--- config.mk ---
export PLATFORM = sky130hd
export DESIGN_NAME = conv_mem_arbiter
export DESIGN_NICKNAME = d
export VERILOG_FILES = /design/src/rtl/conv_pkg.sv /design/src/rtl/rr_arbiter.sv /design/src/rtl/conv_mem_arbiter.sv
export SDC_FILE = /design/constraint.sdc
export NUM_CORES = 1
export LEC_CHECK = 0
export CAP_MARGIN = 20
export CORE_ASPECT_RATIO = 2
export CORE_MARGIN = 2
export CORE_UTILIZATION = 41
export DETAILED_ROUTE_END_ITERATION = 6
export PLACE_DENSITY_LB_ADDON = 0.08
export SYNTH_ARGS = -nofsm -noshare
export SYNTH_HDL_FRONTEND = slang
export SYNTH_SLANG_ARGS = --single-unit
export TNS_END_PERCENT = 100
--- constraint.sdc ---
create_clock -name clk -period 2.5 [get_ports clk]
set_input_delay 0.5 -clock clk [delete_from_list [all_inputs] [get_ports clk]]
set_output_delay 0.5 -clock clk [all_outputs]
set_load 0.03 [all_outputs]
--- src/rtl/conv_pkg.sv ---
// Shared types and constants for the conv accelerator memory arbiter.
package conv_pkg;

    localparam int N_REQ       = 3;
    localparam int BUS_BW      = 16;
    localparam int ADDR_BW     = 16;
    localparam int LEN_BW      = 14;
    localparam int INPUT_DEPTH = 15488;
    localparam int IDX_W       = $clog2(N_REQ);

    localparam int REQ_INPUT  = 0;
    localparam int REQ_WEIGHT = 1;
    localparam int REQ_OUTPUT = 2;

    typedef enum logic [1:0] {IDLE, ARB, BURST, DONE} arb_state_t;

    typedef logic [IDX_W-1:0] idx_t;

    function automatic idx_t next_idx(input idx_t i);
        return (int'(i) == N_REQ - 1) ? '0 : i + 1'b1;
    endfunction

endpackage

--- src/rtl/rr_arbiter.sv ---
// Round-robin pick: first asserted request at or after rr_ptr, wrapping.
module rr_arbiter
    import conv_pkg::*;
(
    input  logic [N_REQ-1:0] req,
    input  idx_t             rr_ptr,
    output logic [N_REQ-1:0] pick,
    output idx_t             pick_idx
);

    int j;

    // Scan farthest-first so the candidate nearest rr_ptr overwrites the rest.
    always_comb begin
        pick     = '0;
        pick_idx = '0;
        j        = 0;
        for (int i = N_REQ - 1; i >= 0; i--) begin
            j = int'(rr_ptr) + i;
            if (j >= N_REQ) j = j - N_REQ;
            if (req[idx_t'(j)]) begin
                pick              = '0;
                pick[idx_t'(j)]   = 1'b1;
                pick_idx          = idx_t'(j);
            end
        end
    end

endmodule

--- src/rtl/conv_mem_arbiter.sv ---
// Burst arbiter sharing the external memory port among the conv requesters.
module conv_mem_arbiter
    import conv_pkg::*;
(
    input  logic                           clk,
    input  logic                           reset,
    input  logic [N_REQ-1:0]               req,
    input  logic [N_REQ-1:0][ADDR_BW-1:0]  req_addr,
    input  logic [N_REQ-1:0][LEN_BW-1:0]   req_len,
    input  logic [N_REQ-1:0]               req_we,
    input  logic [N_REQ-1:0][BUS_BW-1:0]   wr_data,
    output logic [N_REQ-1:0]               gnt,
    output logic                           beat,
    output logic                           rd_valid,
    output logic [BUS_BW-1:0]              rd_data,
    output logic [N_REQ-1:0]               done,
    output logic                           mem_en,
    output logic                           mem_we,
    output logic [ADDR_BW-1:0]             mem_addr,
    output logic [BUS_BW-1:0]              mem_wdata,
    input  logic                           mem_ready,
    input  logic [BUS_BW-1:0]              mem_rdata
);

    arb_state_t         state;
    idx_t               rr_ptr;
    idx_t               idx_q;
    logic [ADDR_BW-1:0] base_q;
    logic [LEN_BW-1:0]  len_q;
    logic               we_q;
    logic [LEN_BW-1:0]  cnt;
    logic [N_REQ-1:0]   pick;
    idx_t               pick_idx;
    logic               last;

    rr_arbiter u_rr (
        .req      (req),
        .rr_ptr   (rr_ptr),
        .pick     (pick),
        .pick_idx (pick_idx)
    );

    assign mem_en    = (state == BURST);
    assign mem_we    = mem_en & we_q;
    assign mem_addr  = base_q + ADDR_BW'(cnt);
    assign mem_wdata = mem_en ? wr_data[idx_q] : '0;
    assign beat      = mem_en & mem_ready;
    assign last      = (cnt == len_q - LEN_BW'(1));

    always_ff @(posedge clk or negedge reset) begin
        if (!reset) begin
            state    <= IDLE;
            rr_ptr   <= '0;
            idx_q    <= '0;
            base_q   <= '0;
            len_q    <= '0;
            we_q     <= 1'b0;
            cnt      <= '0;
            gnt      <= '0;
            done     <= '0;
            rd_valid <= 1'b0;
            rd_data  <= '0;
        end else begin
            done     <= '0;
            rd_valid <= beat & ~we_q;
            if (beat && !we_q) rd_data <= mem_rdata;
            unique case (state)
                IDLE: begin
                    if (|req) state <= ARB;
                end
                ARB: begin
                    if (!(|req)) begin
                        state <= IDLE;
                    end else begin
                        idx_q  <= pick_idx;
                        base_q <= req_addr[pick_idx];
                        len_q  <= req_len[pick_idx];
                        we_q   <= req_we[pick_idx];
                        cnt    <= '0;
                        // Zero-length bursts complete without touching memory.
                        if (req_len[pick_idx] == '0) begin
                            state <= DONE;
                            done  <= pick;
                        end else begin
                            state <= BURST;
                            gnt   <= pick;
                        end
                    end
                end
                BURST: begin
                    if (mem_ready) begin
                        cnt <= cnt + 1'b1;
                        if (last) begin
                            state <= DONE;
                            gnt   <= '0;
                            done  <= gnt;
                        end
                    end
                end
                DONE: begin
                    state  <= IDLE;
                    rr_ptr <= next_idx(idx_q);
                end
                default: state <= IDLE;
            endcase
        end
    end

endmodule

; ---- Word level (Yosys, flattened, before mapping)
; Cells that the tools add are included.
[classes]
add_sub_neg = 9
n_lt_le_gt_ge = 11
n_eq_ne = 10
n_mux = 50
bitwise_logic = 4
reduce_logical = 13
[ops]
columns = operator, count
row1 = $bmux 16 s2, 2
row2 = $mux 16, 3
row3 = $mux 14, 3
row4 = $mux 3, 11
row5 = $bmux 14 s2, 1
row6 = $pmux 14 s2, 1
row7 = $mux 2, 11
row8 = $add 16x14->16, 1
row9 = $lt 2x3->1 const B, 5
row10 = $add 14x1->14 const B, 1
row11 = $eq 14x14->1, 1
row12 = $logic_not 14->1, 1
row13 = $sub 14x1->14 const B, 1
row14 = $pmux 3 s2, 2
row15 = $bmux 1 s2, 4
row16 = $mux 1, 8
row17 = $pmux 2 s4, 1
row18 = $demux 1 s2, 3
row19 = $eq 2x2->1 const B, 3
row20 = $ge 2x1->1 const B, 3
row21 = $ge 3x2->1 const B, 2
row22 = $ne 2x2->1 const B, 3
row23 = $reduce_and 3->1, 2
row24 = $reduce_and 5->1, 1
row25 = 16 further kinds, 23
[word_totals]
register_bits = 74
elab_cells = 108

; ---- Longest topological paths before layout
; Gate-level depths: netlist of the first run.
[depth]
word_depth = 14
ltp_mapped = 11

; ---- Modules after synthesis
; A second synthesis of the first run with hierarchy kept.
[hier_totals]
hier_cells = 667
area_unflattened_um2 = 5525.3
[modules_own_cells]
columns = module, instances, cells_per_inst, area_per_inst_um2, seq_area_each_um2
row1 = conv_mem_arbiter, 1, 617, 5168.7, 1851.8
row2 = rr_arbiter, 1, 50, 356.6, 0.0

; ---- Worst setup path after synthesis of the first run
; No wires, ideal clock.
[synth_path]
kind = reg2out
startpoint = register cnt[0]
endpoint = output port mem_addr[12]
arrival_ns = 2.374
required_time_ns = 2.000
path_slack_ns = -0.374
path_stages_with_launch = 11
path_buffers = 0
path_cell_list = dfrtp_1 -> ha_1 -> inv_1 -> fa_1 -> nor2b_1 -> o21ai_1 -> a21boi_1 -> o21a_1 -> a21oi_1 -> a21oi_1 -> xor2_1
[synth_via]
elab_chain_len = 1
[synth_lines]
columns = element, line
row1 = from (decl), conv_mem_arbiter.sv:31  ; logic [LEN_BW-1:0] cnt;
row2 = from (signal assigned), conv_mem_arbiter.sv:92  ; cnt <= cnt + 1'b1;
row3 = $add 16x14->16, conv_mem_arbiter.sv:45  ; assign mem_addr = base_q + ADDR_BW'(cnt);
row4 = to (decl), conv_mem_arbiter.sv:19  ; output logic [ADDR_BW-1:0] mem_addr,
; No other way between the ends.

; ---- Final worst setup path of the first run
[layout_path]
startpoint = register cnt[0]
endpoint = output port mem_addr[14]
; Same word-level chain as after synthesis.

==> impl_metrics.py, run 1 <==
metrics = {
    "logic_synthesis": {
        "synth-edff-count": 0,
        "syn-cell-area_um2": 5668,
        "syn_inst": 682,
        "yosysTopAreaCellShare_pct": 32.67,
        "synth_warnings": 0,
        "synth_nets": 871,
        "syn_area_per_cell_um2": 8.311,
        "synth.distinct_cells": 68,
        "synth_largest_area_cell": "dfrtp_1",
        "synthArstFlopShare_pct": 100.0,
        "synth_area_leaders": "dfrtp_1, mux2i_1, nor2_1",
        "synthFlopType": "dfrtp_1",
        "ys_seq_area_share_pct": 32.67,
        "synth_seq_cells": 74,
    },
    "floorplan": {
        "design.core.area_um2": 13510,
        "start_util_pct": 41.94,
        "die_width_um": 87.14,
        "die_h_um": 170.3,
        "io_pins": 221,
        "die_area_um2": 14840,
        "rows": 60,
    },
    "power": {
        "powerDensity_nw_per_um2": 1109,
        "p_sw_w": 0.004859,
        "vdd_drop_max_mv": 0.6206,
        "p_leak_nw": 4.534,
        "p_int_w": 0.006029,
        "clock_power_share_pct": 12.5,
        "combPwrFrac_pct": 68.4,
        "seq_power_share_pct": 19.0,
        "p_sw_share_pct": 44.63,
    },
    "status": {
        "violations": "setup timing",
        "status": "finished with violations",
    },
    "clocking": {
        "cts_sinks": 74,
        "root_buffer": "clkbuf_16",
        "cts_hold_buf": 0,
        "cts_buffer_depth": 2,
        "path_clk_slew_ns": 0.07,
        "cts_tree": "done",
        "htreeDepth": 3,
        "cts-buffers-inserted": 9,
        "clkLatencyLatePin_ns": 0.34,
    },
    "drt": {
        "wl_met2_um": 12230,
        "viasPerCell": 5.552,
        "wirelength_um": 20890,
        "highest_layer": "met4",
        "wl_met3_um": 843,
        "wirelength_met1_um": 6857,
        "first_pass_iters": 4,
        "drt_iter0_markers": 233,
        "ant_nets": 0,
        "wl_per_cell_um": 17.98,
        "dr_total_vias": 6452,
        "drc": 0,
    },
    "timing": {
        "post-route-min-period_ns": 3.092,
        "fmax_ghz": 0.3234,
        "relSlewSlack_pct": 35.40,
        "setup_viol": 17,
        "period_share_pct": 123.7,
        "rsz0062_at_grt": "true",
        "setup_tns_ns": -4.656,
        "worst_pin_slew_ns": 0.9655,
        "finalHoldViolCount": 0,
        "fin_ws_ns": -0.5921,
        "skew_ns": 0.004614,
        "maxSlewViolCount": 0,
    },
    "worst_setup_path": {
        "path_max_fanout": 3,
        "worstPathArrival_ns": 2.59,
        "slowest_stage": "dfrtp_1",
        "required_ns": 2.00,
        "startpoint_type": "register",
        "setup.worst_path.end_class": "output pin",
        "crit_type": "register to output pin",
        "cpPeakStageDelay_ns": 0.40,
        "path_cells": "ha_4 -> inv_2 -> fa_2 -> nor2b_2 -> o21ai_2 -> a21boi_2 -> o21a_2 -> a21oi_4 -> a2111o_1 -> o211ai_1 -> buf_4",
    },
    "layout": {
        "final_nets": 1191,
        "antenna_cells": 0,
        "final_cell_mix": "clkdlybuf4s50_1, buf_4, nor2_1",
        "drive_gt1_share_pct": 26.61,
        "area_growth_pct": 73.20,
        "fillCellCount": 1051,
        "fin_area_um2": 9817,
        "layout_commonest_cell": "clkdlybuf4s50_1",
    },
    "min_path": {
        "hold_path_class": "primary input to async pin",
    },
    "placement": {
        "gp_congestion": 0.9052,
        "post-dp-hpwl_um": 16810,
        "placed_area_um2": 8959,
        "port_buffers": 220,
    },
    "grt": {
        "grt_start_max_net_pins": 46,
        "antenna_found_initial": 0,
        "overflow": 0,
        "grtUsageTotal_pct": 27.05,
        "grt_pass1_wl_um": 31370,
        "grt_pass1_vias": 6722,
    },
    "job": {
        "max_cap_viol_count": 0,
    },
}
==> critical path: cells and delay by family, from the launching register on <==
kind / cells / cell delay [ns]
and+or+nand+nor: 1 / 0.14
DFF: 1 / 0.40
adders and majority gates: 2 / 0.55
AOI/OAI and AO/OA: 6 / 0.94
buffers and inverters: 2 / 0.23
==> cell type report <==
class / instances / area, um^2 / area share (%)
timing repair buffer: 347 / 3298 / 33.60
inverter: 26 / 97.59 / 0.9941
multi-input combinational: 544 / 4065 / 41.41
clock buffer: 9 / 225.2 / 2.294
clock inverter: 7 / 83.83 / 0.8539
tap: 155 / 193.9 / 1.976
sequential: 74 / 1853 / 18.88
==> final timing paths <==
kind	from	to	slack, ns	cells past startpoint
worst min-delay path	reset	base_q[6]$_DFFE_PN0P_	0.10	1
min in group clk	rd_data[11]$_DFFE_PN0P_	rd_data[11]$_DFFE_PN0P_	0.47	2
max in group asynchronous	reset	len_q[1]$_DFFE_PN0P_	1.79	2
worst min register to register	rd_data[11]$_DFFE_PN0P_	rd_data[11]$_DFFE_PN0P_	0.47	2
worst max register to register	len_q[11]$_DFFE_PN0P_	state[0]$_DFFE_PN0P_	-0.10	8
worst max-delay path	cnt[0]$_DFFE_PN0P_	mem_addr[14]	-0.59	11
==> repair_timing <==
action / in CTS / in global routing
pin swaps: 25 / 29
resized for setup: 29 / 72
hold endpoints to repair: 0 / 0
setup buffers: 6 / 6
endpoints found under the setup margin: 22 / 41
==> power groups by stage <==
stage               Sequential [W]  Clock (W)  Combinational, W
detailed placement         0.00206          0           0.00682
global route               0.00212    0.00145           0.00796
finish                     0.00207    0.00136           0.00745
floorplan                  0.00223          0           0.00362
CTS                        0.00205    0.00139           0.00700
global placement           0.00203          0           0.00666
==> cell families (layout without fill, tap and decap cells) <==
logic type / count (synthesis) / count (layout) / share of synthesized area, %
flip-flops: 74 / 74 / 32.67
adder cells (fa/ha/maj): 26 / 26 / 5.872
XOR/XNOR: 33 / 33 / 5.099
AO/OA/AOI/OAI: 171 / 171 / 21.26
AND/OR/NAND/NOR: 264 / 264 / 21.83
multiplexers: 50 / 50 / 8.830
buffers and inverters: 64 / 389 / 4.437
==> cell usage after synthesis (all sizes together) (20+ instances only) <==
library cell,count
a211oi,32
a21o,32
a21oi,39
clkbuf,32
dfrtp,74
ha,25
inv,26
mux2i,50
nand2,79
nor2,94
o21ai,21
xnor2,20
==> flip-flops by register name, summed over array words and instances, names as in the netlist, named ones only <==
register,flops
cnt,14
rd_data,16
rd_valid,1
done,3
len_q,14
rr_ptr,2
state,1
base_q,16
gnt,3
we_q,1
idx_q,2
==> stage by stage <==
stage / utilization, % / setup WS [ns] / hold slack [ns] / std cells / power (W)
2_1_floorplan: - / -0.2925 / 0.2044 / 682 / 0.005842
3_3_place_gp: 66.30 / -0.3371 / 0.4590 / 1136 / 0.008691
3_5_place_dp: 66.30 / -0.3476 / 0.4641 / 1136 / 0.008883
4_1_cts: 69.85 / -0.6225 / 0.1073 / 1157 / 0.01044
5_1_grt: 72.65 / -0.7300 / 0.1261 / 1162 / 0.01152
6_report: 72.65 / -0.5921 / 0.1011 / 1162 / 0.01089
==> per-layer routing <==
layer  vias up  global-route usage [%]
met5         -                       0
met4         0                   13.71
met3        63                   3.637
met2       220                   53.30
met1      3076                   26.01
li1       3093                       -
No activity file was read; power rests on OpenSTA's default activity.
==> inputs of run 2 (changes only) <==
Settings changed: CORE_ASPECT_RATIO 2 to 1.5.
==> impl_metrics.py, run 2 (synthesis gave the netlist of run 1 again) <==
metrics = {
    "timing": {
        "maxSlewViolCount": 0,
        "setup_viol": 13,
        "skew_ns": 0.004833,
        "finalHoldViolCount": 0,
        "period_share_pct": 124.2,
        "fmax_ghz": 0.3222,
        "worst_pin_slew_ns": 0.7977,
        "post-route-min-period_ns": 3.104,
        "fin_ws_ns": -0.6041,
        "setup_tns_ns": -4.497,
        "relSlewSlack_pct": 46.63,
        "rsz0062_at_grt": "true",
    },
    "drt": {
        "viasPerCell": 5.490,
        "wirelength_um": 20410,
        "drc": 0,
        "drt_iter0_markers": 242,
        "first_pass_iters": 4,
        "ant_nets": 0,
        "wl_per_cell_um": 17.52,
        "dr_total_vias": 6396,
    },
    "clocking": {
        "path_clk_slew_ns": 0.06,
        "cts_tree": "done",
        "cts-buffers-inserted": 9,
        "cts_buffer_depth": 2,
        "clkLatencyLatePin_ns": 0.33,
        "root_buffer": "clkbuf_16",
        "cts_sinks": 74,
        "htreeDepth": 3,
    },
    "power": {
        "powerDensity_nw_per_um2": 1100,
        "vdd_drop_max_mv": 0.5724,
        "p_leak_nw": 4.544,
        "power.total_w": 0.01070,
    },
    "grt": {
        "grt_use_met1_pct": 26.96,
        "grt_start_max_net_pins": 42,
        "use_met3_pct": 3.546,
        "grt_pass1_wl_um": 31920,
        "antenna_found_initial": 0,
        "grt-busiest-layer": "met2",
        "overflow": 0,
        "use_met2_pct": 53.82,
        "grtUsageTotal_pct": 26.93,
        "grt_pass1_vias": 6776,
    },
    "layout": {
        "top_regs": "base_q: 16 flops, rd_data: 16 flops",
        "final_nets": 1188,
        "final_cell_mix": "clkdlybuf4s50_1, buf_4, nor2_1",
        "area_growth_pct": 71.66,
        "fin_area_um2": 9729,
        "drive_gt1_share_pct": 25.92,
        "post-route-util_pct": 71.89,
        "fillCellCount": 1039,
        "layout_commonest_cell": "clkdlybuf4s50_1",
        "antenna_cells": 0,
    },
    "worst_setup_path": {
        "crit_type": "register to output pin",
        "setup.worst_path.end_class": "output pin",
        "r2r.worst_path.cells": 9,
        "required_ns": 2.00,
        "path_cells": "ha_2 -> inv_2 -> fa_2 -> nor2b_2 -> o21ai_2 -> a21boi_2 -> o21a_1 -> a21oi_4 -> a2111o_1 -> o211ai_1 -> buf_4",
        "worstPathArrival_ns": 2.60,
        "slowest_stage": "a2111o_1",
        "startpoint_type": "register",
        "path_max_fanout": 3,
        "cpPeakStageDelay_ns": 0.37,
    },
    "placement": {
        "gp_congestion": 0.8676,
        "place_ws_ns": -0.4252,
        "port_buffers": 220,
        "post-dp-hpwl_um": 15920,
        "placed_area_um2": 8907,
    },
    "floorplan": {
        "die_area_um2": 14800,
        "start_util_pct": 41.88,
        "design.core.area_um2": 13530,
        "rows": 52,
        "io_pins": 221,
        "die_width_um": 100,
        "die_h_um": 148,
    },
    "status": {
        "status": "finished with violations",
        "violations": "setup timing",
    },
    "min_path": {
        "hold_path_class": "primary input to async pin",
    },
    "job": {
        "max_cap_viol_count": 0,
    },
}
==> run 2: cell count changes in the layout (fill, tap and decap cells not counted), sizes merged <==
cell / before / now
buf: 160 / 156
clkinv: 1 / 2
bufinv: 1 / 2
bufbuf: 0 / 1
inv: 30 / 27
==> run 2: final timing paths <==
kind | start | to | slack, ns
min reg2reg | rd_data[4]$_DFFE_PN0P_ | rd_data[4]$_DFFE_PN0P_ | 0.47
max | cnt[0]$_DFFE_PN0P_ | mem_addr[14] | -0.60
max reg2reg | len_q[5]$_DFFE_PN0P_ | state[0]$_DFFE_PN0P_ | -0.09
max in group asynchronous | reset | cnt[2]$_DFFE_PN0P_ | 1.74
min in group clk | rd_data[4]$_DFFE_PN0P_ | rd_data[4]$_DFFE_PN0P_ | 0.47
min | reset | base_q[6]$_DFFE_PN0P_ | 0.13
==> run 2: critical path, delay by kind of cell (launching register included) <==
family                     cells  cell delay, ns
AOI/OAI and AO/OA              6            1.01
adders and majority gates      2            0.53
buffers and inverters          2            0.22
DFF                            1            0.35
and+or+nand+nor                1            0.14
==> run 2: repair_timing <==
action,in CTS,in global routing
pin swaps,24,24
buffers inserted,15,5
endpoints found under the setup margin,22,40
hold buffers,0,0
resized for setup,39,50
==> run 2: final cells by class <==
type	count	area [um^2]	share of cell area (%)
Clock buffer	9	225.2	2.315
Inverter	26	97.59	1.003
Tap cell	162	202.7	2.083
Sequential cell	74	1854	19.06
Timing Repair Buffer	344	3269	33.60
Multi-Input combinational cell	544	3990	41.01
Clock inverter	6	90.09	0.9259
==> run 2: routing by layer <==
metal / routed length [um] / vias up
li1: - / 3073
met4: 708 / 0
met5: 0 / -
met3: 648 / 50
met2: 11810 / 194
met1: 7248 / 3079
==> run 2: power by group <==
group          switching [W]  internal [W]
clock               0.000511      0.000871
combinational        0.00377       0.00349
sequential          0.000402       0.00166
==> run 2: stage by stage <==
stage          std cells  hold slack, ns
3_5_place_dp        1135          0.4625
4_1_cts             1161          0.1439
3_3_place_gp        1135          0.4583
2_1_floorplan        682          0.2044
5_1_grt             1165          0.1602
6_report            1165          0.1259
==> inputs of run 3 (changes only) <==
Settings changed: CTS_CLUSTER_DIAMETER from default to 60, MAX_ROUTING_LAYER from default to met4.
==> impl_metrics.py, run 3 (synthesis gave the netlist of run 1 again) <==
metrics = {
    "placement": {
        "post-dp-hpwl_um": 15880,
        "placed_cells": 1139,
        "port_buffers": 220,
        "gp_congestion": 0.8647,
        "placed_area_um2": 8962,
    },
    "worst_setup_path": {
        "required_ns": 2.00,
        "path_max_fanout": 3,
        "worstPathArrival_ns": 2.59,
        "startpoint_type": "register",
        "setup.worst_path.end_class": "output pin",
        "crit_type": "register to output pin",
    },
    "floorplan": {
        "die_h_um": 148,
        "design.core.area_um2": 13530,
        "die_width_um": 100,
        "die_area_um2": 14800,
        "start_util_pct": 41.88,
        "rows": 52,
        "io_pins": 221,
    },
    "grt": {
        "grt_pass1_vias": 6823,
        "grt_pass1_wl_um": 31680,
        "overflow": 0,
        "antenna_found_initial": 0,
        "grtUsageTotal_pct": 27.54,
        "grt_start_max_net_pins": 42,
    },
    "timing": {
        "skew_ns": 0.01084,
        "fmax_ghz": 0.3241,
        "worst_pin_slew_ns": 0.8309,
        "setup_viol": 16,
        "rsz0062_at_grt": "true",
        "fin_ws_ns": -0.5852,
        "finalHoldViolCount": 0,
        "maxSlewViolCount": 0,
        "period_share_pct": 123.4,
        "relSlewSlack_pct": 44.40,
        "whs_ns": 0.1365,
        "post-route-min-period_ns": 3.085,
    },
    "layout": {
        "fin_area_um2": 9894,
        "drive_gt1_share_pct": 27.38,
        "layout_commonest_cell": "clkdlybuf4s50_1",
        "post-route-util_pct": 73.11,
        "top_regs": "base_q: 16 flops, rd_data: 16 flops",
        "final_cell_mix": "clkdlybuf4s50_1, buf_4, nor2_1",
        "final_nets": 1192,
        "antenna_cells": 0,
        "area_growth_pct": 74.57,
        "final_cells": 1170,
    },
    "drt": {
        "first_pass_iters": 4,
        "dr_total_vias": 6470,
        "wl_per_cell_um": 17.70,
        "viasPerCell": 5.530,
        "drt_iter0_markers": 241,
        "wirelength_um": 20710,
        "drc": 0,
        "ant_nets": 0,
    },
    "clocking": {
        "path_clk_slew_ns": 0.07,
        "cts_tree": "done",
        "cts_buffer_depth": 2,
        "cts_sinks": 74,
        "htreeDepth": 3,
        "cts-buffers-inserted": 9,
        "root_buffer": "clkbuf_16",
        "clkLatencyLatePin_ns": 0.34,
    },
    "min_path": {
        "hold_path_class": "primary input to async pin",
    },
    "power": {
        "p_leak_nw": 4.573,
        "vdd_drop_max_mv": 0.5258,
        "powerDensity_nw_per_um2": 1103,
    },
    "status": {
        "violations": "setup timing",
        "status": "finished with violations",
    },
    "job": {
        "max_cap_viol_count": 0,
    },
}
## run 3: cell types whose count changed in the layout (fill, tap and decap cells not counted), sizes merged
cell / before / now
clkbuf: 9 / 12
clkinv: 2 / 3
bufinv: 2 / 1
bufbuf: 1 / 0
buf: 156 / 159
## run 3: critical path, stage by stage, from the launching register on
cell	delay [ns]
dfrtp_1	0.38
ha_4	0.15
inv_2	0.04
fa_2	0.37
nor2b_2	0.13
o21ai_2	0.08
a21boi_2	0.15
o21a_1	0.22
a21oi_4	0.09
a2111o_1	0.38
o211ai_1	0.09
buf_4	0.18
## run 3: metrics by stage
step / power (W) / setup TNS, ns / setup slack (ns)
3_5_place_dp: 0.008771 / -9.976 / -0.4822
3_3_place_gp: 0.008632 / -8.524 / -0.4061
5_1_grt: 0.01158 / -6.561 / -0.6937
4_1_cts: 0.01030 / -4.773 / -0.6368
2_1_floorplan: 0.005842 / -0.8385 / -0.2925
6_report: 0.01091 / -4.425 / -0.5852
## run 3: path summary, 6_finish.rpt
path                                          endpoint  slack (ns)                   start  depth (start not counted)
worst max register to register                register       -0.07   len_q[11]$_DFFE_PN0P_                          7
min in group clk                rd_data[4]$_DFFE_PN0P_        0.47  rd_data[4]$_DFFE_PN0P_                          2
worst min register to register  rd_data[4]$_DFFE_PN0P_        0.47  rd_data[4]$_DFFE_PN0P_                          2
worst min-delay path             base_q[5]$_DFFE_PN0P_        0.14                   reset                          1
worst max-delay path                      mem_addr[14]       -0.59   base_q[0]$_DFFE_PN0P_                         11
max in group asynchronous         len_q[1]$_DFFE_PN0P_        1.73                   reset                          2
## run 3: timing repair
item	in CTS	in global routing
hold endpoints to repair	0	0
gates resized for setup	35	69
setup endpoints to repair	22	52
hold buffers	0	0
pin swaps	23	23
cloned	0	2
setup buffers	9	8
## run 3: layout make-up
type	instances	area (um^2)
tap	162	202.7
fill	990	3638
multi-input combinational	544	4101
clock buffer	10	229.0
inverter	26	100.1
timing repair buffer	348	3343
sequential	74	1853
clock inverter	6	65.06
## run 3: metal layers
metal	global-route usage (%)	part of all wire [%]	vias to the layer above
li1	-	-	3081
met5	-	0	-
met3	3.499	3.2	61
met1	27.14	35	3133
met4	10.96	3.8	0
met2	53.34	58	195
## run 3: report_power, final
| part | switching [W] | internal [W] | total, W |
|---|---|---|---|
| logic | 0.00388 | 0.00367 | 0.00755 |
| registers | 0.000408 | 0.00166 | 0.00207 |
| clock network | 0.000522 | 0.000775 | 0.00130 |
| total | 0.00481 | 0.00610 | 0.0109 |
